**config.mk**
```make
export PLATFORM = sky130hd
export DESIGN_NAME = fetch_stage
export DESIGN_NICKNAME = d
export VERILOG_FILES = /design/src/rtl/fetch_stage.sv
export SDC_FILE = /design/constraint.sdc
export NUM_CORES = 1
export LEC_CHECK = 0
export ABC_AREA = 1
export BUFFER_PORTS_ARGS = -buffer_cell sky130_fd_sc_hd__buf_4
export CAP_MARGIN = 40
export CORE_MARGIN = 5
export CORE_UTILIZATION = 45
export DETAILED_ROUTE_END_ITERATION = 10
export GPL_ROUTABILITY_DRIVEN = 0
export HOLD_SLACK_MARGIN = 0.05
export PLACE_DENSITY = 0.76
export SETUP_SLACK_MARGIN = 0.5
export SLEW_MARGIN = 5
export SYNTH_ARGS = -nofsm -noshare
export SYNTH_HDL_FRONTEND = slang
export SYNTH_SLANG_ARGS = --single-unit
```
**constraint.sdc**
```tcl
create_clock -name clk -period 1.65 [get_ports clk]
set_input_delay 0.2475 -clock clk [delete_from_list [all_inputs] [get_ports clk]]
set_output_delay 0.2475 -clock clk [all_outputs]
set_load 0.005 [all_outputs]
```
**src/rtl/fetch_stage.sv**
```systemverilog
`timescale 1ns/1ps
// fetch_stage: single-outstanding instruction fetch unit.
// Requests one word at pc, waits for the response, holds it for decode, and
// follows redirects from execute. A redirect always wins over other events.
// If a redirect lands while a request is in flight, that response is discarded.
// Optional feature: define FETCH_MISALIGN_CHK_EN to flag non-word-aligned
// redirect targets. The flag is sticky and stops fetching until an aligned
// redirect or reset.
module fetch_stage #(
  parameter logic [31:0] RESET_PC = 32'h0000_0000
) (
  input  logic        clk,
  input  logic        rst,
  output logic        imem_req,
  output logic [31:0] imem_addr,
  input  logic        imem_gnt,
  input  logic        imem_rvalid,
  input  logic [31:0] imem_rdata,
  input  logic        redirect_valid,
  input  logic [31:0] redirect_pc,
  input  logic        id_ready,
  output logic        if_valid,
  output logic [31:0] if_instr,
  output logic [31:0] if_pc,
  output logic [6:0]  if_opcode,
  output logic [2:0]  if_funct3,
  output logic [6:0]  if_funct7,
  output logic        fetch_fault
);

  localparam logic [31:0] NOP_INSTR = 32'h0000_0013;

  typedef enum logic [1:0] {
    S_REQ  = 2'd0,
    S_WAIT = 2'd1,
    S_HOLD = 2'd2
  } state_e;

  state_e      state_q, state_d;
  logic [31:0] pc_q, pc_d;
  logic [31:0] pend_pc_q, pend_pc_d;
  logic [31:0] if_instr_q, if_instr_d;
  logic [31:0] if_pc_q, if_pc_d;
  logic        kill_q, kill_d;

  logic [31:0] redir_pc_s;
  logic        fault_s;
  logic        grant_s;

`ifdef FETCH_MISALIGN_CHK_EN
  logic fault_q, fault_d;

  // Next value of the fault flag: only a redirect can set or clear it.
  always_comb begin
    if (redirect_valid) begin
      fault_d = (redirect_pc[1:0] != 2'b00);
    end else begin
      fault_d = fault_q;
    end
  end

  // Sticky misaligned-target flag.
  always_ff @(posedge clk) begin
    if (rst) begin
      fault_q <= 1'b0;
    end else begin
      fault_q <= fault_d;
    end
  end

  assign fault_s    = fault_q;
  assign redir_pc_s = redirect_pc;
`else
  // Without the check the low target bits are dropped, so the pc stays word aligned.
  logic unused_redir_lsb_s;
  assign unused_redir_lsb_s = ^redirect_pc[1:0];
  assign fault_s            = 1'b0;
  assign redir_pc_s         = {redirect_pc[31:2], 2'b00};
`endif

  // A request is never shown while reset is asserted or while a fault blocks fetching.
  assign imem_req    = (state_q == S_REQ) && !fault_s && !rst;
  assign imem_addr   = pc_q;
  assign grant_s     = imem_req && imem_gnt;

  assign if_valid    = (state_q == S_HOLD) && !fault_s;
  assign if_instr    = if_instr_q;
  assign if_pc       = if_pc_q;
  assign if_opcode   = if_instr_q[6:0];
  assign if_funct3   = if_instr_q[14:12];
  assign if_funct7   = if_instr_q[31:25];
  assign fetch_fault = fault_s;

  // Next fetch address: a redirect wins, otherwise advance after a delivered word.
  always_comb begin
    if (redirect_valid) begin
      pc_d = redir_pc_s;
    end else if ((state_q == S_WAIT) && imem_rvalid && !kill_q) begin
      pc_d = pend_pc_q + 32'd4;
    end else begin
      pc_d = pc_q;
    end
  end

  // Next-state logic: request, wait for the response, hold the word for decode.
  always_comb begin
    state_d    = state_q;
    pend_pc_d  = pend_pc_q;
    kill_d     = kill_q;
    if_instr_d = if_instr_q;
    if_pc_d    = if_pc_q;
    case (state_q)
      S_REQ: begin
        if (grant_s) begin
          // A redirect in the grant cycle poisons the request just issued.
          state_d   = S_WAIT;
          pend_pc_d = pc_q;
          kill_d    = redirect_valid;
        end else begin
          state_d = S_REQ;
        end
      end
      S_WAIT: begin
        if (imem_rvalid) begin
          kill_d = 1'b0;
          if (kill_q || redirect_valid) begin
            state_d = S_REQ;
          end else begin
            state_d    = S_HOLD;
            if_instr_d = imem_rdata;
            if_pc_d    = pend_pc_q;
          end
        end else if (redirect_valid) begin
          kill_d  = 1'b1;
          state_d = S_WAIT;
        end else begin
          state_d = S_WAIT;
        end
      end
      S_HOLD: begin
        // A redirect drops the held word even if decode accepts it in the same cycle.
        if (redirect_valid || id_ready) begin
          state_d = S_REQ;
        end else begin
          state_d = S_HOLD;
        end
      end
      default: begin
        state_d = S_REQ;
        kill_d  = 1'b0;
      end
    endcase
  end

  // State and datapath registers.
  always_ff @(posedge clk) begin
    if (rst) begin
      state_q    <= S_REQ;
      pc_q       <= RESET_PC;
      pend_pc_q  <= RESET_PC;
      kill_q     <= 1'b0;
      if_instr_q <= NOP_INSTR;
      if_pc_q    <= RESET_PC;
    end else begin
      state_q    <= state_d;
      pc_q       <= pc_d;
      pend_pc_q  <= pend_pc_d;
      kill_q     <= kill_d;
      if_instr_q <= if_instr_d;
      if_pc_q    <= if_pc_d;
    end
  end

endmodule

```
; ---- After elaboration in Yosys (flattened, before gate mapping)
; Cells that the tools add are included.
[op_classes]
n_mux = 11
addsub = 1
n_reduce_logical = 14
eq_ne = 4
n_bitwise = 2
[ops]
columns = cell, count
row1 = 32-bit two-way mux, 2
row2 = "32-bit by 3-bit adder with 32-bit output, second input constant", 1
row3 = 2-bit two-way mux, 3
row4 = 2-bit one-hot mux with 3 select lines, 1
row5 = 3-bit AND reduction, 2
row6 = 1-bit logical AND, 4
row7 = 1-bit two-way mux, 4
row8 = "3-bit != test, second input constant", 1
row9 = 1-bit one-hot mux with 3 select lines, 1
row10 = "2-bit by 1-bit equality test with 1-bit output, second input constant", 1
row11 = "2-bit equality test, second input constant", 1
row12 = 1-bit logical NOT, 2
row13 = 2-bit logical NOT, 1
row14 = 1-bit logical OR, 2
row15 = "2-bit != test, second input constant", 1
row16 = 1-bit NOT, 2
row17 = 2-bit AND reduction, 1
row18 = 2-bit nonzero test, 1
row19 = 2-bit OR reduction, 1
[totals]
wordCells = 39
regBits = 131
input_bits = 70
output_inout_bits = 116

; ---- Longest topological paths before layout
[depth]
ltp_word = 5
ltp_mapped = 10
mapped_depth_nobuf = 10

; ---- Worst setup path before layout
; Ideal clock, no wire load.
[synth_timing]
kind = register to register
start = register pend_pc_q[2]
end = register pc_q[26], in the netlist imem_addr[26]
path_slack_ns = 0.224
synth_period_minus_slack_ns = 1.426
n_path_buf = 0
setup_time_ns = 0.109
path_stages_with_launch = 11
arrival_ns = 1.317
required_ns = 1.541
cell_sequence = dfxtp_1 ha_1 nand2_2 nor2_4 nand3_4 nor2_8 nand3_1 nand2_1 nand3_1 nand2_1 inv_1
[synth_between]
elab_chain_cells = 3
[synth_rtl]
columns = element, line
row1 = "start, declared", 41  ; logic [31:0] pend_pc_q, pend_pc_d;
row2 = "start signal, assigned", 167  ; pend_pc_q <= pend_pc_d;
row3 = 32-bit by 3-bit adder with 32-bit output, 99  ; pc_d = pend_pc_q + 32'd4;
row4 = 32-bit two-way mux, 98  ; end else if ((state_q == S_WAIT) && imem_rvalid && !kill_q) begin
row5 = 32-bit two-way mux, 96  ; if (redirect_valid) begin
row6 = "end signal, assigned", 166  ; pc_q <= pc_d;
row7 = "end, declared", 40  ; logic [31:0] pc_q, pc_d;
; No other way between the ends. The select of a mux whose other input is x is not followed.
; A chain may end at the register's enable or synchronous reset.

; ---- Worst setup path in the final report
[layout_timing]
start = register pend_pc_q[17]
end = register pc_q[23], in the netlist imem_addr[23]
; The elaborated chain is that of the path after synthesis.

==> summary.md <==
| Metric | Value |
|---|---|
| Outcome | finished with violations |
| Failing checks | setup timing |
| GR Util All Layers | 30.04% |
| Crit path arrival time | 1.99 ns |
| Final ANT Viol Nets | 0 |
| Layout cell share with drive strength beyond 1 | 60.52% |
| Most used DFF post-synth | dfxtp_1 |
| WL/cell | 22.07 µm |
| Maximum Capacitance Violations | 0 |
| Remaining DRCs | 0 |
| Area of the die | 15070 µm² |
| H-Tree Depth | 4 |
| Most Used Layer, Global Route | met2 |
| First-pass GRT wire length | 34.60 mm |
| Mean Syn Cell Area | 7.272 µm² |
| Core Util, Final | 85.33% |
| Final instance area | 10720 µm² |
| Post-Route WL | 27.72 mm |
| CTS tree | built |
| I/O pin cnt | 186 |
| CTS Sinks | 131 |
| Final critical-path share of the clock period | 101.7% |
| RSZ-0062 raised after global routing | true |
| Starting density of the core | 45.54% |
| Clk pin slew, worst setup/hold paths | 0.06 ns |
| Maximum vdd drop | 0.7464 mV |
| R2R depth | 8 |
| WS Path Type | reg2reg |
| Clock Latency Late Sink | 0.43 ns |
| FILL cells | 659 |
| M3 GR Usage | 7.788% |
| Synth Warn # | 0 |
| Routing usage on met2 | 50.60% |
| Main combinational cell family by area after synthesis | simple AND/OR/NAND/NOR gates |
| Number of DRC markers in iteration 0 | 737 |
| HPWL Detailed | 12.03 mm |
| Hold WS | 0.07408 ns |
| Worst reg2reg endpoint | imem_addr[23] |
| Total chip power | 8.335 mW |
| Setup TNS Final | -0.03954 ns |
| Grt met1 use | 34.51% |
| Synth Area in Simple Gates | 26.48% |
| Mux cell area share after synthesis | 0% |
| Fin cells | 1256 |
| Clock Path Buffers | 2 |
| Setup crit start kind | register |
| Die X | 122.8 µm |
| R2R setup slack | -0.03 ns |
| Final global-route overflow total | 0 |
| Final nets | 1144 |
| Synth Area in Adders | 0.2186% |
| HP Class | in2reg |
| Syn_nets | 858 |
| Clk_skew | 0.01031 ns |
| Core Footprint | 12570 µm² |
| Place WS | 0.08996 ns |
| Critical Path Fanout Max | 5 |
| Largest net degree at the start of global routing | 32 |
| Port Buffer Count | 182 |
| Share of flip-flops with an asynchronous set or reset | 0% |
| DR vias | 7351 |
| Area growth, synth to finish | 87.38% |
| Mapped Area | 5723 µm² |
| Die Y | 122.8 µm |
| Rows | 41 |
| Number of flops mapped to enable cells by yosys | 0 |
| Number of CTS-inserted buffers | 17 |
| Final WS setup | -0.02866 ns |
| #FFs+latches synth | 131 |
| CP required | 1.96 ns |
| Worst Setup SP | pend_pc_q[17] |
| Clock root cell | clkbuf_16 |
| P per Cell Area | 777.3 nW/µm² |
| Fin. max-slew vios | 0 |
| Final hold vios | 0 |
| Routed vias/inst | 5.853 |
| Worst r2r src | pend_pc_q[17] |
| CP Capture Type | register |
| Dpl cell area | 7343 µm² |
| Post-Synth XOR/XNOR Area | 0% |
| Fmax achieved | 595.7 MHz |
| Post-Synthesis Cells | 787 |
| Min Tclk post-route | 1.679 ns |
| Crit path capture | imem_addr[23] |
| Leak pwr | 4.755 nW |
| Final setup violation count | 2 |
| Count of cell types in the netlist | 34 |
| Post-placement cell count | 1110 |
| DRT Pass-1 Iters | 6 |
| Synth Area in Compound Gates | 17.18% |
| Vias in the first global route | 6657 |
| Antenna cells | 0 |
| Initial antenna violation count | 0 |
| Sequential share of the synthesized area | 45.82% |
-- routing by layer --
metal | up-vias | share of wire [%]
li1 | 3151 | -
met1 | 3431 | 35
met4 | 0 | 7.5
met3 | 192 | 10
met5 | - | 0
met2 | 577 | 47
-- layout make-up --
cell class | instances | area [µm²] | share of cell area, %
inverters | 65 | 260.3 | 2.427
well taps | 172 | 215.2 | 2.007
clock inverters | 6 | 30.03 | 0.2800
flip-flops and latches | 131 | 2788 | 25.99
repair buffers | 328 | 3440 | 32.07
clock buffers | 24 | 491.7 | 4.585
multi-input cells | 530 | 3500 | 32.63
-- power breakdown --
part / internal, mW / switching, mW / leakage [nW] / total [mW]
Clock: 2.04 / 1.40 / 0.265 / 3.44
Sequential: 3.30 / 0.159 / 1.11 / 3.46
Combinational: 0.735 / 0.698 / 3.38 / 1.43
-- repair_timing --
action                                  4_1_cts  5_1_grt
endpoints found under the setup margin      166      210
endpoints found under the hold margin         3        0
pin swaps                                    64       64
gates resized for setup                     240      237
setup buffers                                45       44
gates cloned                                 23        1
hold buffers                                  3        0
-- state kept, by name, indices dropped and copies added, names as in the netlist --
register   cells
if_instr      32
state_q        2
imem_addr     32
kill_q         1
if_pc         32
pend_pc_q     32
-- synth_stat cells (2+ instances only) --
| library cell | n | area [µm²] |
|---|---|---|
| a21oi_1 | 52 | 260.3 |
| nor2_4 | 3 | 33.78 |
| inv_2 | 4 | 15.01 |
| nand2_1 | 128 | 480.5 |
| nand3_1 | 54 | 270.3 |
| o21bai_1 | 3 | 22.52 |
| nor2_2 | 4 | 25.02 |
| nand2_2 | 3 | 18.77 |
| o211a_1 | 4 | 40.04 |
| nor2_8 | 2 | 40.04 |
| o21ai_0 | 108 | 540.5 |
| nand3_2 | 3 | 30.03 |
| buf_4 | 20 | 150.1 |
| clkbuf_1 | 23 | 86.33 |
| a31oi_1 | 9 | 56.30 |
| or2_2 | 3 | 18.77 |
| buf_6 | 2 | 22.52 |
| dfxtp_1 | 131 | 2623 |
| buf_2 | 15 | 75.07 |
| o21ai_1 | 5 | 25.02 |
| nor3_1 | 8 | 40.04 |
| nor2_1 | 118 | 442.9 |
| a211oi_1 | 3 | 22.52 |
| inv_1 | 61 | 229.0 |
| buf_1 | 2 | 7.510 |
| nand4_1 | 10 | 62.56 |
| and2_1 | 2 | 12.51 |
-- worst max-delay path, stage by stage (launching register included) --
cell and delay (ns):
dfxtp_1 0.48, nand2_1 0.15, nor2_1 0.22, and2_1 0.20
nand2_1 0.11, nand3_1 0.09, nand2_1 0.10, nor2_1 0.15
nor2_1 0.07
-- worst min path at each step --
| stage | slack, ns | to | start | cells after the start |
|---|---|---|---|---|
| 3_5_place_dp | 0.45 | if_instr[0] | imem_rdata[0] | 3 |
| 6_report | 0.07 | if_instr[2] | imem_rdata[2] | 3 |
| 4_1_cts | 0.05 | if_instr[28] | imem_rdata[28] | 3 |
| 2_1_floorplan | 0.36 | if_instr[0] | imem_rdata[0] | 2 |
| 5_1_grt | 0.08 | if_instr[29] | imem_rdata[29] | 3 |
| 3_3_place_gp | 0.45 | if_instr[1] | imem_rdata[1] | 3 |
-- cells by family after synthesis --
kind of cell	Yosys count
AO/OA/AOI/OAI	186
adder cells (fa/ha/maj)	1
buffers and inverters	127
flip-flops	131
other	1
AND/OR/NAND/NOR	341
-- cells in the final DEF, fill, tap and decap left out, types with 5 or more instances in the layout --
| master | count |
|---|---|
| inv_1 | 56 |
| dfxtp_4 | 22 |
| clkbuf_16 | 18 |
| o21ai_4 | 10 |
| nand2_4 | 10 |
| dfxtp_2 | 66 |
| a21oi_2 | 34 |
| a31oi_1 | 9 |
| o21ai_0 | 43 |
| nand2_2 | 20 |
| nor3_1 | 7 |
| nand4_1 | 10 |
| dfxtp_1 | 43 |
| o21ai_1 | 36 |
| nand3_2 | 27 |
| nand3_4 | 7 |
| buf_6 | 57 |
| buf_12 | 22 |
| nand3_1 | 24 |
| inv_2 | 5 |
| clkinv_2 | 6 |
| nor2_2 | 33 |
| nor2_4 | 27 |
| buf_4 | 220 |
| buf_16 | 22 |
| nand2_1 | 101 |
| nor2_1 | 65 |
| o21ai_2 | 25 |
| a21oi_1 | 14 |
Power figures use the tool's default switching activity.
